File: src/rtl/sample_feeder.sv
// sample_feeder: buffered sample source for the 8-bit averaging filter.
// Upstream samples enter a small FIFO over a valid/ready handshake. Once the
// fill level reaches PRIME, one sample is popped every i_rate+1 cycles into
// the registered o_data output, and an empty pop slot flags a sticky underrun.
// Optional feature macro: SAMPLE_FEEDER_ZERO_FILL_EN. When it is defined,
// o_data is forced to zero after an underrun (silence insertion). When it is
// undefined, the last popped sample is held (zero-order hold).
module sample_feeder #(
  parameter int DATA_W = 8,
  parameter int DEPTH  = 8,
  parameter int PRIME  = 4,
  parameter int RATE_W = 4
) (
  input  logic                   clk,
  input  logic                   rst,
  input  logic                   i_enable,
  input  logic [RATE_W-1:0]      i_rate,
  input  logic [DATA_W-1:0]      i_data,
  input  logic                   i_valid,
  output logic                   o_ready,
  output logic [DATA_W-1:0]      o_data,
  output logic                   o_strobe,
  output logic                   o_underrun,
  output logic [$clog2(DEPTH):0] o_level
);

  localparam int PTR_W = $clog2(DEPTH);
  localparam int LVL_W = PTR_W + 1;
  localparam logic [LVL_W-1:0] FULL_LVL  = LVL_W'(DEPTH);
  localparam logic [LVL_W-1:0] PRIME_LVL = LVL_W'(PRIME);

  typedef enum logic [1:0] {
    ST_IDLE,
    ST_PRIME,
    ST_RUN,
    ST_STARVED
  } state_e;

  state_e              state_q, state_d;
  logic [PTR_W-1:0]    wr_ptr_q, wr_ptr_d;
  logic [PTR_W-1:0]    rd_ptr_q, rd_ptr_d;
  logic [LVL_W-1:0]    level_q, level_d;
  logic [RATE_W-1:0]   cnt_q, cnt_d;
  logic [DATA_W-1:0]   data_q, data_d;
  logic                strobe_q, strobe_d;
  logic                underrun_q, underrun_d;
  logic [DATA_W-1:0]   mem_q [DEPTH];

  logic                push;
  logic                pop;

  // Ready depends only on the registered level, never on a same-cycle pop.
  assign o_ready    = (level_q != FULL_LVL);
  assign push       = i_valid && o_ready;

  assign o_data     = data_q;
  assign o_strobe   = strobe_q;
  assign o_underrun = underrun_q;
  assign o_level    = level_q;

  // Sequencer: next state, rate counter, output word and underrun flag.
  always_comb begin
    // NOTE: every output of this block gets a default first, so no path
    // through the case below leaves a variable unassigned and infers a latch.
    state_d    = state_q;
    cnt_d      = cnt_q;
    data_d     = data_q;
    strobe_d   = 1'b0;
    underrun_d = underrun_q;
    pop        = 1'b0;

    if (!i_enable) begin
      // Disable wins in every state; a tick due this cycle is simply dropped.
      state_d = ST_IDLE;
      data_d  = '0;
    end else begin
      unique case (state_q)
        ST_IDLE: begin
          state_d    = ST_PRIME;
          underrun_d = 1'b0;
        end
        ST_PRIME: begin
          if (level_q >= PRIME_LVL) begin
            state_d = ST_RUN;
            cnt_d   = '0;
          end
        end
        ST_RUN: begin
          if (cnt_q == '0) begin
            cnt_d = i_rate;
            if (level_q != '0) begin
              pop      = 1'b1;
              data_d   = mem_q[rd_ptr_q];
              strobe_d = 1'b1;
            end else begin
              underrun_d = 1'b1;
              state_d    = ST_STARVED;
`ifdef SAMPLE_FEEDER_ZERO_FILL_EN
              data_d     = '0;
`endif
            end
          end else begin
            cnt_d = cnt_q - RATE_W'(1);
          end
        end
        ST_STARVED: begin
          state_d = ST_PRIME;
        end
        default: begin
          state_d = ST_IDLE;
        end
      endcase
    end
  end

  // FIFO bookkeeping: pointers wrap naturally because DEPTH is a power of two.
  always_comb begin
    wr_ptr_d = push ? wr_ptr_q + PTR_W'(1) : wr_ptr_q;
    rd_ptr_d = pop  ? rd_ptr_q + PTR_W'(1) : rd_ptr_q;
    unique case ({push, pop})
      2'b10:   level_d = level_q + LVL_W'(1);
      2'b01:   level_d = level_q - LVL_W'(1);
      default: level_d = level_q;
    endcase
  end

  // State and control registers with synchronous reset.
  always_ff @(posedge clk) begin
    // NOTE: non-blocking assignments here so every register samples the
    // pre-edge values computed above, independent of statement order.
    if (rst) begin
      state_q    <= ST_IDLE;
      wr_ptr_q   <= '0;
      rd_ptr_q   <= '0;
      level_q    <= '0;
      cnt_q      <= '0;
      data_q     <= '0;
      strobe_q   <= 1'b0;
      underrun_q <= 1'b0;
    end else begin
      state_q    <= state_d;
      wr_ptr_q   <= wr_ptr_d;
      rd_ptr_q   <= rd_ptr_d;
      level_q    <= level_d;
      cnt_q      <= cnt_d;
      data_q     <= data_d;
      strobe_q   <= strobe_d;
      underrun_q <= underrun_d;
    end
  end

  // Sample storage written on every accepted push.
  always_ff @(posedge clk) begin
    // NOTE: the storage array has no reset; the level and pointers decide
    // which entries are valid, so clearing the data would add nothing.
    if (push) begin
      mem_q[wr_ptr_q] <= i_data;
    end
  end

endmodule

File: config.mk
export PLATFORM = sky130hd
export DESIGN_NAME = sample_feeder
export DESIGN_NICKNAME = d
export VERILOG_FILES = /design/src/rtl/sample_feeder.sv
export SDC_FILE = /design/constraint.sdc
export NUM_CORES = 1
export LEC_CHECK = 0
export CORE_AREA = 3 3 92 94
export DETAILED_ROUTE_END_ITERATION = 16
export DIE_AREA = 0 0 95 97
export PLACE_DENSITY = 0.68
export SYNTH_ARGS = -nofsm -noshare
export SYNTH_HDL_FRONTEND = slang
export SYNTH_SLANG_ARGS = --single-unit
export TNS_END_PERCENT = 30
File: constraint.sdc
create_clock -name clk -period 5.1 [get_ports clk]
set_input_delay 1.275 -clock clk [delete_from_list [all_inputs] [get_ports clk]]
set_output_delay 1.275 -clock clk [all_outputs]
set_load 0.05 [all_outputs]
==> reports/metrics.yaml <==
synth_commonest_cells: "sky130_fd_sc_hd__edfxtp_1, sky130_fd_sc_hd__dfxtp_1, sky130_fd_sc_hd__a21oi_1"
clock.fmax_mhz: 283.6
setup_tns_ns: 0
cts_tree: "done"
hpwl_um: 4349
cap_viol_max_count: 0
setup_viol: 0
route.final.wire_length_um: 6627
synth-seq-area-share: 0.6427
tightestPinTransition_ns: 1.022
static-leakage-power_uw: 0.001468
clk_latency_ns: 0.36
critPathMaxFanout: 6
gr-usage-all-layers: 0.1559
final_core_utilization: 0.5682
yosysUniqueCellTypes: 44
initial_standard_cell_utilization_of_the_core: 0.4917
netSwitchingFraction: 0.2494
cp.buffers_inverters: 1
crit_path_start_kind: "register"
yosysTopAreaCellShare: 0.5058
cts-resized-gates: 0
cts-buffers-inserted: 9
route.vias.total: 2118
grt_pass1_vias: 2073
power.switching_uw: 343.8
timing.critical_path.cells: "or4b_2 > clkdlybuf4s50_1"
route.detailed.drc: 0
relSlewSlack: 0.3176
die-width_um: 95
syn_nets: 274
seq_area_um2: 2442
power_density_nw_per_um2: 313.9
placement.cell_area_um2: 4190
power_frac_clock: 0.348
post_synthesis_cell_area_um2: 3800
worstSetupPathType: "register to output port"
first_pass_grt_wire_length_um: 10580
crit_path_top_delay_cell: "sky130_fd_sc_hd__or4b_2"
avgSynthCellArea_um2: 15.38
cts.repair_timing.setup_buffer_count: 0
synth_most_common_cell: "sky130_fd_sc_hd__edfxtp_1"
gpl.final_weighted_congestion: 0.8423
yosys_warnings: 0
clock_path_buffers: 2
unrepaired_setup_endpoints_after_global_routing: "no"
final_clock_period_utilization_by_the_worst_path: 0.6913
fillerInstances: 609
drt_first_iter_violations: 110
synth.area.top_cells: "sky130_fd_sc_hd__edfxtp_1, sky130_fd_sc_hd__dfxtp_1, sky130_fd_sc_hd__mux4_1"
avgViaCountPerCell: 5.445
initial_antenna_violation_count: 0
grt_start_max_net_pins: 20
htree_levels: 3
cts-root-buf: "sky130_fd_sc_hd__clkbuf_8"
min_period_ns: 3.526
power.sequential.fraction: 0.587
post_synth_edffs: 64
skew_ns: 0.008377
dr.pass1.iters: 4
synth_top_area_cell: "sky130_fd_sc_hd__edfxtp_1"
intPower_uw: 1034
crit_family: "simple AND/OR/NAND/NOR gates"
grt_overflow: 0
hold_viol_final: 0
antenna_cells: 0
postRouteAntennaNets: 0
drv_slew: 0
io_pins: 31
clk_pin_slew_ns: 0.10
synth_seq_cells: 90
min-delay-path-class: "register to register"
end_kind: "output port"
outcome: "complete, no violations"
timing.critical_path.arrival_ns: 2.25
post_synth_inst_count: 247
cts_hold_buf: 0
clock_sinks: 90
postSynth.topFlopCell: "sky130_fd_sc_hd__edfxtp_1"
synth-async-reset-ratio: 0
io_buffer_count: 30
critical_path.max_stage_delay_ns: 0.76
power.share.combinational: 0.065
final_design_area_no_fill_um2: 4390
fp.dieH_um: 97
post-layout-total-power_uw: 1378
coreArea_um2: 7727
synthToLayoutAreaGrowth_pct: 15.54
placementRows: 32
design.die.area_um2: 9215
timing.critical_path.required_ns: 3.83
ir_drop_v: 0.0001712
layout_cell_share_with_drive_strength_beyond_1: 0.1533
routed_wire_length_per_instance_um: 17.04
multi_input_comb_area_um2: 1252
finish.net_count: 309
==> worst min-delay path: cells and delay by family (launching register included) <==
kind	cells	cell delay (ns)
and+or+nand+nor	1	0.06
DFF	1	0.33
AOI/OAI and AO/OA	1	0.05
==> flip-flops by register name, indices dropped and copies added (netlist names) <==
register    count
cnt_q           4
rd_ptr_q        3
o_data          8
state_q         2
o_level         4
o_strobe        1
mem_q          64
wr_ptr_q        3
o_underrun      1
==> area by class of cell <==
class | count | share of cell area
clock buffer | 9 | 0.02821
clock inverter | 7 | 0.01738
inverter | 10 | 0.008549
multi-input combinational | 137 | 0.2853
sequential | 90 | 0.5563
tap | 102 | 0.02907
timing repair buffer | 34 | 0.07524
==> final timing paths <==
kind,cells past startpoint,endpoint,startpoint,slack [ns]
worst max-delay path,2,o_ready,o_level[0]$_SDFFE_PP0P_,1.57
worst min-delay path,2,o_underrun$_SDFFE_PP0P_,o_underrun$_SDFFE_PP0P_,0.48
worst max register to register,11,o_level[3]$_SDFFE_PP0P_,cnt_q[0]$_SDFFE_PP0P_,2.19
worst min register to register,2,o_underrun$_SDFFE_PP0P_,o_underrun$_SDFFE_PP0P_,0.48
==> through the flow <==
step,std cells,hold WS [ns],setup WS [ns]
floorplan,247,0.4542,2.010
global placement,373,0.4611,1.492
detailed placement,373,0.4678,1.382
CTS,389,0.4829,1.550
global route,389,0.5034,1.497
finish,389,0.4772,1.574
==> routing by layer <==
metal  GRT usage  wire length [um]
met1      0.2121              2961
met2      0.2408              3235
met3     0.03577               359
met4     0.06326                70
met5           0                 0
==> kinds of logic (layout without fill, tap and decap cells) <==
logic type	count (synthesis)	in the layout	synth area share
flip-flops	90	90	0.6427
AO/OA/AOI/OAI	37	37	0.06190
adder cells (fa/ha/maj)	11	11	0.03820
AND/OR/NAND/NOR	60	60	0.08825
buffers and inverters	20	60	0.02897
multiplexers	24	24	0.1284
XOR/XNOR	5	5	0.01152
==> power by group through the flow <==
stage	clock network [uW]	registers, uW	logic (uW)
global placement	0	825	88.2
CTS	492	810	90.7
global route	522	812	99.1
floorplan	0	831	47.4
finish	479	810	89.6
detailed placement	0	826	90.1
==> cell usage in the layout, fill, tap and decap left out, types with 4 or more instances in the layout <==
| cell | count |
|---|---|
| sky130_fd_sc_hd__a21oi_1 | 15 |
| sky130_fd_sc_hd__a22o_1 | 8 |
| sky130_fd_sc_hd__buf_4 | 4 |
| sky130_fd_sc_hd__clkbuf_8 | 9 |
| sky130_fd_sc_hd__clkdlybuf4s50_1 | 30 |
| sky130_fd_sc_hd__dfxtp_1 | 26 |
| sky130_fd_sc_hd__edfxtp_1 | 64 |
| sky130_fd_sc_hd__ha_1 | 10 |
| sky130_fd_sc_hd__inv_1 | 9 |
| sky130_fd_sc_hd__mux2_2 | 8 |
| sky130_fd_sc_hd__mux4_1 | 10 |
| sky130_fd_sc_hd__mux4_2 | 6 |
| sky130_fd_sc_hd__nand2_1 | 12 |
| sky130_fd_sc_hd__nand2b_1 | 4 |
| sky130_fd_sc_hd__nand3_1 | 6 |
| sky130_fd_sc_hd__nor2_1 | 13 |
| sky130_fd_sc_hd__nor3_1 | 6 |
| sky130_fd_sc_hd__o21ai_0 | 7 |
| sky130_fd_sc_hd__xor2_1 | 5 |
No activity file was read; power rests on OpenSTA's default activity.
